## config.mk

```make
export PLATFORM = sky130hd
export DESIGN_NAME = button_conditioner_flat
export DESIGN_NICKNAME = d
export VERILOG_FILES = /design/src/rtl/button_conditioner_if.sv /design/src/rtl/button_conditioner.sv /design/src/flat_wrapper.sv
export SDC_FILE = /design/constraint.sdc
export NUM_CORES = 1
export LEC_CHECK = 0
export CORE_MARGIN = 4
export CORE_UTILIZATION = 54
export DETAILED_ROUTE_END_ITERATION = 8
export GPL_TIMING_DRIVEN = 0
export PLACE_DENSITY_LB_ADDON = 0.05
export SLEW_MARGIN = 20
export SYNTH_ARGS = -nofsm -noshare
export SYNTH_HDL_FRONTEND = slang
export SYNTH_SLANG_ARGS = --single-unit
```

## constraint.sdc

```tcl
create_clock -name clk -period 2.94 [get_ports clk]
set_clock_uncertainty 0.05 [all_clocks]
set_input_delay 0.588 -clock clk [delete_from_list [all_inputs] [get_ports clk]]
set_output_delay 0.588 -clock clk [all_outputs]
set_load 0.03 [all_outputs]
```

## src/rtl/button_conditioner_if.sv

```systemverilog
// rtl/button_conditioner_if.sv - raw button input and conditioned event outputs
// The slave modport is the conditioner; the master modport is whoever drives the button.
interface button_conditioner_if;
    logic       btn_in;
    logic       press_pulse;
    logic       release_pulse;
    logic       long_pulse;
    logic       repeat_pulse;
    logic       btn_level;
    logic [1:0] state_dbg;

    modport master (
        output btn_in,
        input  press_pulse,
        input  release_pulse,
        input  long_pulse,
        input  repeat_pulse,
        input  btn_level,
        input  state_dbg
    );

    modport slave (
        input  btn_in,
        output press_pulse,
        output release_pulse,
        output long_pulse,
        output repeat_pulse,
        output btn_level,
        output state_dbg
    );
endinterface

```

## src/rtl/button_conditioner.sv

```systemverilog
// rtl/button_conditioner.sv - synchronise, debounce and pulse-encode one push-button
// Emits press/release pulses plus long-press and auto-repeat pulses while held.
module button_conditioner #(
    parameter int DEBOUNCE_CYCLES = 1000000,
    parameter int LONG_PRESS      = 50000000,
    parameter int REPEAT_CYCLES   = 10000000
) (
    input  logic               clk,
    input  logic               rst,
    button_conditioner_if.slave bus
);

    localparam int DB_W   = $clog2(DEBOUNCE_CYCLES);
    localparam int HOLD_W = $clog2(LONG_PRESS);
    localparam int RPT_W  = $clog2(REPEAT_CYCLES);

    localparam logic [DB_W-1:0]   DB_LAST   = DB_W'(DEBOUNCE_CYCLES - 1);
    localparam logic [DB_W-1:0]   DB_ONE    = DB_W'(1);
    localparam logic [HOLD_W-1:0] HOLD_LAST = HOLD_W'(LONG_PRESS - 1);
    localparam logic [HOLD_W-1:0] HOLD_ONE  = HOLD_W'(1);
    localparam logic [RPT_W-1:0]  RPT_LAST  = RPT_W'(REPEAT_CYCLES - 1);
    localparam logic [RPT_W-1:0]  RPT_ONE   = RPT_W'(1);

    typedef enum logic [1:0] {
        ST_IDLE       = 2'd0,
        ST_PRESS_DB   = 2'd1,
        ST_HELD       = 2'd2,
        ST_RELEASE_DB = 2'd3
    } state_t;

    logic              r_s1;
    logic              r_s2;
    state_t            r_state;
    logic [DB_W-1:0]   r_db_cnt;
    logic [HOLD_W-1:0] r_hold_cnt;
    logic [RPT_W-1:0]  r_rpt_cnt;
    logic              r_long_done;
    logic              r_press;
    logic              r_release;
    logic              r_long;
    logic              r_repeat;
    logic              r_level;

    state_t            w_state;
    logic [DB_W-1:0]   w_db_cnt;
    logic [HOLD_W-1:0] w_hold_cnt;
    logic [RPT_W-1:0]  w_rpt_cnt;
    logic              w_long_done;
    logic              w_press;
    logic              w_release;
    logic              w_long;
    logic              w_repeat;
    logic              w_level;

    always_ff @(posedge clk) begin
        if (rst) begin
            r_s1 <= 1'b0;
            r_s2 <= 1'b0;
        end else begin
            r_s1 <= bus.btn_in;
            r_s2 <= r_s1;
        end
    end

    always_ff @(posedge clk) begin
        if (rst) begin
            r_state     <= ST_IDLE;
            r_db_cnt    <= '0;
            r_hold_cnt  <= '0;
            r_rpt_cnt   <= '0;
            r_long_done <= 1'b0;
            r_press     <= 1'b0;
            r_release   <= 1'b0;
            r_long      <= 1'b0;
            r_repeat    <= 1'b0;
            r_level     <= 1'b0;
        end else begin
            r_state     <= w_state;
            r_db_cnt    <= w_db_cnt;
            r_hold_cnt  <= w_hold_cnt;
            r_rpt_cnt   <= w_rpt_cnt;
            r_long_done <= w_long_done;
            r_press     <= w_press;
            r_release   <= w_release;
            r_long      <= w_long;
            r_repeat    <= w_repeat;
            r_level     <= w_level;
        end
    end

    always_comb begin
        w_state     = r_state;
        w_db_cnt    = r_db_cnt;
        w_hold_cnt  = r_hold_cnt;
        w_rpt_cnt   = r_rpt_cnt;
        w_long_done = r_long_done;
        w_press     = 1'b0;
        w_release   = 1'b0;
        w_long      = 1'b0;
        w_repeat    = 1'b0;
        w_level     = r_level;

        unique case (r_state)
            ST_IDLE: begin
                if (r_s2) begin
                    w_state  = ST_PRESS_DB;
                    w_db_cnt = '0;
                end
            end

            ST_PRESS_DB: begin
                if (!r_s2) begin
                    w_state  = ST_IDLE;
                    w_db_cnt = '0;
                end else if (r_db_cnt == DB_LAST) begin
                    w_state     = ST_HELD;
                    w_db_cnt    = '0;
                    w_press     = 1'b1;
                    w_level     = 1'b1;
                    w_hold_cnt  = '0;
                    w_rpt_cnt   = '0;
                    w_long_done = 1'b0;
                end else begin
                    w_db_cnt = r_db_cnt + DB_ONE;
                end
            end

            ST_HELD: begin
                // A falling btn_s takes priority over any long/repeat expiry this edge.
                if (!r_s2) begin
                    w_state  = ST_RELEASE_DB;
                    w_db_cnt = '0;
                end else if (!r_long_done) begin
                    if (r_hold_cnt == HOLD_LAST) begin
                        w_long      = 1'b1;
                        w_long_done = 1'b1;
                        w_rpt_cnt   = '0;
                    end else begin
                        w_hold_cnt = r_hold_cnt + HOLD_ONE;
                    end
                end else begin
                    if (r_rpt_cnt == RPT_LAST) begin
                        w_repeat  = 1'b1;
                        w_rpt_cnt = '0;
                    end else begin
                        w_rpt_cnt = r_rpt_cnt + RPT_ONE;
                    end
                end
            end

            ST_RELEASE_DB: begin
                // Hold and repeat counters stay frozen so a glitch only delays them.
                if (r_s2) begin
                    w_state  = ST_HELD;
                    w_db_cnt = '0;
                end else if (r_db_cnt == DB_LAST) begin
                    w_state   = ST_IDLE;
                    w_db_cnt  = '0;
                    w_release = 1'b1;
                    w_level   = 1'b0;
                end else begin
                    w_db_cnt = r_db_cnt + DB_ONE;
                end
            end

            default: begin
                w_state  = ST_IDLE;
                w_db_cnt = '0;
            end
        endcase
    end

    assign bus.press_pulse   = r_press;
    assign bus.release_pulse = r_release;
    assign bus.long_pulse    = r_long;
    assign bus.repeat_pulse  = r_repeat;
    assign bus.btn_level     = r_level;
    assign bus.state_dbg     = r_state;

endmodule

```

## src/flat_wrapper.sv

```systemverilog
// flat-port wrapper written by rule: the top's interface ports become plain ports
module button_conditioner_flat 
#(
    parameter int DEBOUNCE_CYCLES = 1000000,
    parameter int LONG_PRESS      = 50000000,
    parameter int REPEAT_CYCLES   = 10000000
)
  (clk, rst, bus_btn_in, bus_press_pulse, bus_release_pulse, bus_long_pulse, bus_repeat_pulse, bus_btn_level, bus_state_dbg);
  button_conditioner_if bus_i ();
  input  logic clk;
  input  logic rst;
  input wire logic [$bits(bus_i.btn_in)-1:0] bus_btn_in;
  output wire logic [$bits(bus_i.press_pulse)-1:0] bus_press_pulse;
  output wire logic [$bits(bus_i.release_pulse)-1:0] bus_release_pulse;
  output wire logic [$bits(bus_i.long_pulse)-1:0] bus_long_pulse;
  output wire logic [$bits(bus_i.repeat_pulse)-1:0] bus_repeat_pulse;
  output wire logic [$bits(bus_i.btn_level)-1:0] bus_btn_level;
  output wire logic [$bits(bus_i.state_dbg)-1:0] bus_state_dbg;
  assign bus_i.btn_in = bus_btn_in;
  assign bus_press_pulse = bus_i.press_pulse;
  assign bus_release_pulse = bus_i.release_pulse;
  assign bus_long_pulse = bus_i.long_pulse;
  assign bus_repeat_pulse = bus_i.repeat_pulse;
  assign bus_btn_level = bus_i.btn_level;
  assign bus_state_dbg = bus_i.state_dbg;
  button_conditioner #(.DEBOUNCE_CYCLES(DEBOUNCE_CYCLES), .LONG_PRESS(LONG_PRESS), .REPEAT_CYCLES(REPEAT_CYCLES)) u_core (.clk(clk), .rst(rst), .bus(bus_i));
endmodule
```

==> flow_summary.yaml, run 1 <==
sta:
  timing.setup.tns_ps: 0
  hold_viol: 0
  rsz0062_at_grt: "true"
  max_freq_mhz: 360.7
  slew-limit-headroom: 0.5029
  tightest_slew_ps: 742.9
  maxSlewViolCount: 0
  period_share: 0.9430
  period_needed_ps: 2772
  hold_slack_ps: 405.3
  setup_ws_ps: 167.6
  finalSetupViolCount: 0
die:
  die_y_um: 97.51
  die_w_um: 97.51
  rows: 32
  core_um2: 7767
  pin_count: 10
  start_util: 0.5570
  dieArea_um2: 9508
synthesis:
  synth-edff-count: 0
  yosysWarnings: 0
  syn_nets: 544
  synthArstFlopShare: 0
  syn_avg_cell_area_um2: 8.102
  synthFlopType: "dfxtp_1"
  postSynthCellCount: 534
  ys_seq_area_frac: 0.3702
  synth.distinct_cells: 60
  synth_area_um2: 4327
  ys_ff_latch: 80
layout:
  stdcell_count: 659
  layout_commonest_cell: "dfxtp_1"
  final_cell_mix: "dfxtp_1, nor2_1, nand2_1"
  layout.nets: 563
  n_antenna_cell: 0
  drive_above_1_share: 0.07540
  syn2layout_area_growth_pct: 10.38
  final_cell_area_um2: 4776
  final_util: 0.6149
  fill_cells: 709
clocking:
  clk_pin_slew_ps: 80
  clkLatencyLatePin_ps: 350
  cts_buffer_depth: 2
  cts_hold_buf: 0
  cts_made_buffers: 9
  cts_tree: "yes"
  post_cts_buffers: 0
  cts.sinks: 80
  cts_root_buf: "clkbuf_8"
  htreeDepth: 3
global_route:
  grt_pass1_vias: 3736
  antenna_found_initial: 0
  grt_first_pass_wirelength_um: 17430
  overflow: 0
  grt.total_usage: 0.2177
  grt_max_degree: 13
setup_path:
  crit_family: "simple AND/OR/NAND/NOR gates"
  crit_fanout: 9
  cp.required_ps: 3170
  path_class: "reg2reg"
  reg2reg_to: "u_core.r_rpt_cnt[6]"
  r2r_slack_ps: 170
  crit_start: "u_core.r_db_cnt[0]"
  crit_buf_inv: 0
  end_kind: "flop"
  rr_worst_depth: 7
  timing.rr.start: "u_core.r_db_cnt[0]"
  crit_chain: "ha_2, nand4b_1, or3_4, o21ai_4, o2111ai_2, or4_1, a21oi_1"
  cp-start-kind: "flop"
  slowest_stage: "or4_1"
  cp_data_arrival_time_ps: 3010
  slowest_delay_ps: 540
power_and_ir_drop:
  p_per_area_nw_per_um2: 440.1
  p_total_mw: 2.102
  ir_drop_uv: 294.4
  leakage_nw: 1.558
run_status:
  status: "finished, final reports clean"
placed_design:
  gp_congestion: 0.8548
  place_area_um2: 4544
  hpwl_um: 7417
  numPortBuffers: 9
  dp.cells: 645
  place_ws_ps: -84.46
detailed_routing:
  drcViolationCount: 0
  wl_per_cell_um: 15.76
  first_iter_violations: 241
  num_vias: 4021
  finalWirelength_um: 10390
  drt_pass1_iterations: 5
  vias_per_cell: 6.102
  ant_nets: 0
min_path:
  holdPathEnd: "u_core.r_s2"
  hp-start: "u_core.r_s1"
  hp-class: "reg2reg"
  whs_path_depth: 1
flow_run:
  max_cap_viol_count: 0
worst register-to-register path, stage by stage, from the launching register on:
cell and delay (ps):
dfxtp_1 390, ha_2 270, nand4b_1 210, or3_4 460, o21ai_4 330, o2111ai_2 320
or4_1 550, a21oi_1 130
power by group:
part           internal (mW)  switching (mW)  leakage, nW  total [mW]
clock                  0.472           0.389        0.103       0.861
combinational         0.0410           0.103        0.810       0.144
sequential              1.09         0.00792        0.645        1.10
total                   1.60           0.500         1.56        2.10
sequential cells by signal (all words and copies together), names as in the netlist, named ones only:
signal                    flops
u_core.r_hold_cnt            26
u_core.r_rpt_cnt             24
u_core.r_db_cnt              20
u_core.bus.btn_level          1
u_core.bus.long_pulse         1
u_core.bus.press_pulse        1
u_core.bus.release_pulse      1
u_core.bus.repeat_pulse       1
u_core.bus.state_dbg          1
u_core.r_long_done            1
u_core.r_s1                   1
u_core.r_s2                   1
routing by layer:
layer / GRT usage / vias to the layer above / wire length [um]
li1: - / 2003 / -
met1: 0.2898 / 1895 / 4848
met2: 0.3511 / 99 / 4837
met3: 0.03159 / 24 / 422
met4: 0.09265 / 0 / 281
met5: 0 / - / 0
final cells by class:
type	count	area, um2	share of cell area
repair buffers	9	90.09	0.01886
plain buffers	30	120.1	0.02515
multi-input cells	415	2605	0.5455
well taps	102	127.6	0.02672
inverters	8	30.03	0.006288
clock inverters	4	70.07	0.01467
clock buffers	11	131.4	0.02751
flip-flops and latches	80	1602	0.3353
cell families after synthesis:
family | Yosys count | share of synthesized area
flops | 80 | 0.3702
buf+inv | 39 | 0.03470
mux | 5 | 0.01157
xor+xnor | 20 | 0.04049
simple gates | 266 | 0.3462
fa+ha+maj | 7 | 0.02024
compound gates | 117 | 0.1767
cells in the mapped netlist, types with 8 or more instances:
cell type | instances | share of area
inv_1 | 8 | 0.0069
and3_1 | 11 | 0.016
nand3_1 | 27 | 0.031
nand2_1 | 46 | 0.040
nand4_1 | 28 | 0.040
o21ai_0 | 38 | 0.044
nor3_1 | 9 | 0.010
dfxtp_1 | 80 | 0.37
clkbuf_1 | 26 | 0.023
xnor2_1 | 13 | 0.026
nor2b_1 | 23 | 0.033
nor2_1 | 49 | 0.043
or3_1 | 13 | 0.019
o31ai_1 | 14 | 0.024
or4_1 | 8 | 0.014
a21oi_1 | 28 | 0.032
what timing repair did:
action | 4_1_cts | 5_1_grt
endpoints found under the setup margin | 9 | 35
resized for setup | 1 | 11
pin swaps | 0 | 0
how the worst max path moves through the flow:
stage	end	slack, ps	depth (start not counted)
CTS	u_core.r_hold_cnt[23]	30	7
global route	u_core.r_hold_cnt[5]	-30	8
finish	u_core.r_rpt_cnt[6]	170	7
detailed placement	u_core.r_rpt_cnt[23]	-80	9
global placement	u_core.r_rpt_cnt[23]	-90	9
floorplan	u_core.r_hold_cnt[25]	290	8
(Power assumes the default switching activity.)
==> run 2, diff against run 1 <==
Settings changed: CORE_MARGIN 4 to 5, CORE_UTILIZATION 54 to 50.
==> flow_summary.yaml, run 2 (synthesized netlist as in run 1, its figures left out) <==
setup_path:
  crit_family: "compound AO/OA/AOI/OAI gates"
  cp.required_ps: 3130
  crit_buf_inv: 1
  path_class: "reg2reg"
  crit_top_cell: "o21ai_0"
  cp_data_arrival_time_ps: 2950
  slowest_delay_ps: 440
  cp-start-kind: "flop"
  end_kind: "flop"
  crit_fanout: 10
  crit_chain: "ha_2, nand4b_1, or3_4, o21ai_4, o2111ai_2, clkbuf_2, o21ai_0, o21ai_0"
  slowest_stage: "or3_4"
detailed_routing:
  drcViolationCount: 0
  ant_nets: 0
  wl_per_cell_um: 15.86
  vias_per_cell: 5.932
  first_iter_violations: 179
  num_vias: 3945
  drt_pass1_iterations: 5
  finalWirelength_um: 10550
layout:
  final_cell_mix: "dfxtp_1, nor2_1, nand2_1"
  drive_above_1_share: 0.08618
  largest_reg_flops: 26
  layout_commonest_cell: "dfxtp_1"
  syn2layout_area_growth_pct: 10.44
  largestRegisters: "u_core.r_hold_cnt: 26 flops, u_core.r_rpt_cnt: 24 flops, u_core.r_db_cnt: 20 flops"
  largest-register: "u_core.r_hold_cnt"
  final_util: 0.5561
  n_antenna_cell: 0
  layout.nets: 562
sta:
  slew-limit-headroom: 0.5218
  period_share: 0.9398
  finalSetupViolCount: 0
  tightest_slew_ps: 714.7
  hold_viol: 0
  max_freq_mhz: 361.9
  period_needed_ps: 2763
  maxSlewViolCount: 0
  timing.setup.tns_ps: 0
power_and_ir_drop:
  leakage_nw: 1.558
  ir_drop_uv: 248.2
  p_per_area_nw_per_um2: 430.4
clocking:
  cts_root_buf: "clkbuf_8"
  htreeDepth: 3
  cts.sinks: 80
  post_cts_buffers: 0
  clk_pin_slew_ps: 80
  cts_made_buffers: 9
  cts_buffer_depth: 2
  cts_tree: "yes"
  cts_hold_buf: 0
  clkLatencyLatePin_ps: 360
die:
  start_util: 0.5035
  die_y_um: 103.0
  rows: 34
  core_um2: 8593
  die_w_um: 103.0
  pin_count: 10
  dieArea_um2: 10610
flow_run:
  max_cap_viol_count: 0
global_route:
  antenna_found_initial: 0
  grt.total_usage: 0.2145
  overflow: 0
  grt_first_pass_wirelength_um: 18280
  grt_pass1_vias: 3788
  grt_max_degree: 15
placed_design:
  gp_congestion: 0.8530
  hpwl_um: 7515
  numPortBuffers: 9
min_path:
  hp-class: "reg2reg"
run_status:
  status: "finished, final reports clean"
==> run 2: repair_timing <==
action,CTS,global route
pin swaps,0,0
setup endpoints to repair,10,55
resized for setup,1,16
==> run 2: final cells by class <==
class                      count  area (um2)
fill                         851        3815
sequential                    80        1602
multi-input combinational    415        2605
inverter                       8       30.03
tap                          108       135.1
clock buffer                   9       123.9
clock inverter                 7       72.57
buffer                        29       120.1
timing repair buffer           9       90.09
==> run 2: worst paths after layout <==
check	depth (start not counted)	slack, ps	from	to
worst max-delay path	8	180	u_core.r_db_cnt[0]	u_core.r_rpt_cnt[19]
worst min register to register	1	400	u_core.r_s1	u_core.r_s2
worst min-delay path	1	400	u_core.r_s1	u_core.r_s2
worst max register to register	8	180	u_core.r_db_cnt[0]	u_core.r_rpt_cnt[19]
==> run 2: power by group <==
| group | total (mW) | internal [mW] | switching, mW |
|---|---|---|---|
| Combinational | 0.148 | 0.0417 | 0.106 |
| Sequential | 1.10 | 1.09 | 0.00777 |
| Clock | 0.812 | 0.392 | 0.420 |
| Total | 2.06 | 1.52 | 0.534 |
==> run 2: routing by layer <==
layer,vias up,share of wire,wire length (um),track usage
met5,-,0,0,0
met4,0,0.0027,28,0.05677
met3,4,0.034,360,0.04060
met2,61,0.47,4931,0.3399
met1,1886,0.50,5229,0.2997
li1,1994,-,-,-
==> run 2: metrics by stage <==
step	worst slack, ps	std cells	power, mW	area (um2)	hold slack [ps]
floorplan	294.1	534	1.216	4327	363.8
global placement	-177.0	651	1.267	4552	376.1
detailed placement	-210.5	651	1.267	4552	383.6
CTS	9.076	667	2.071	4755	406.6
global route	-9.702	665	2.150	4778	431.0
finish	177.0	665	2.056	4778	397.9
==> run 2: worst register-to-register path: stages, from the launching register on <==
cell       delay (ps)
dfxtp_1           400
ha_2              280
nand4b_1          190
or3_4             450
o21ai_4           340
o2111ai_2         310
clkbuf_2          290
o21ai_0           230
o21ai_0           110
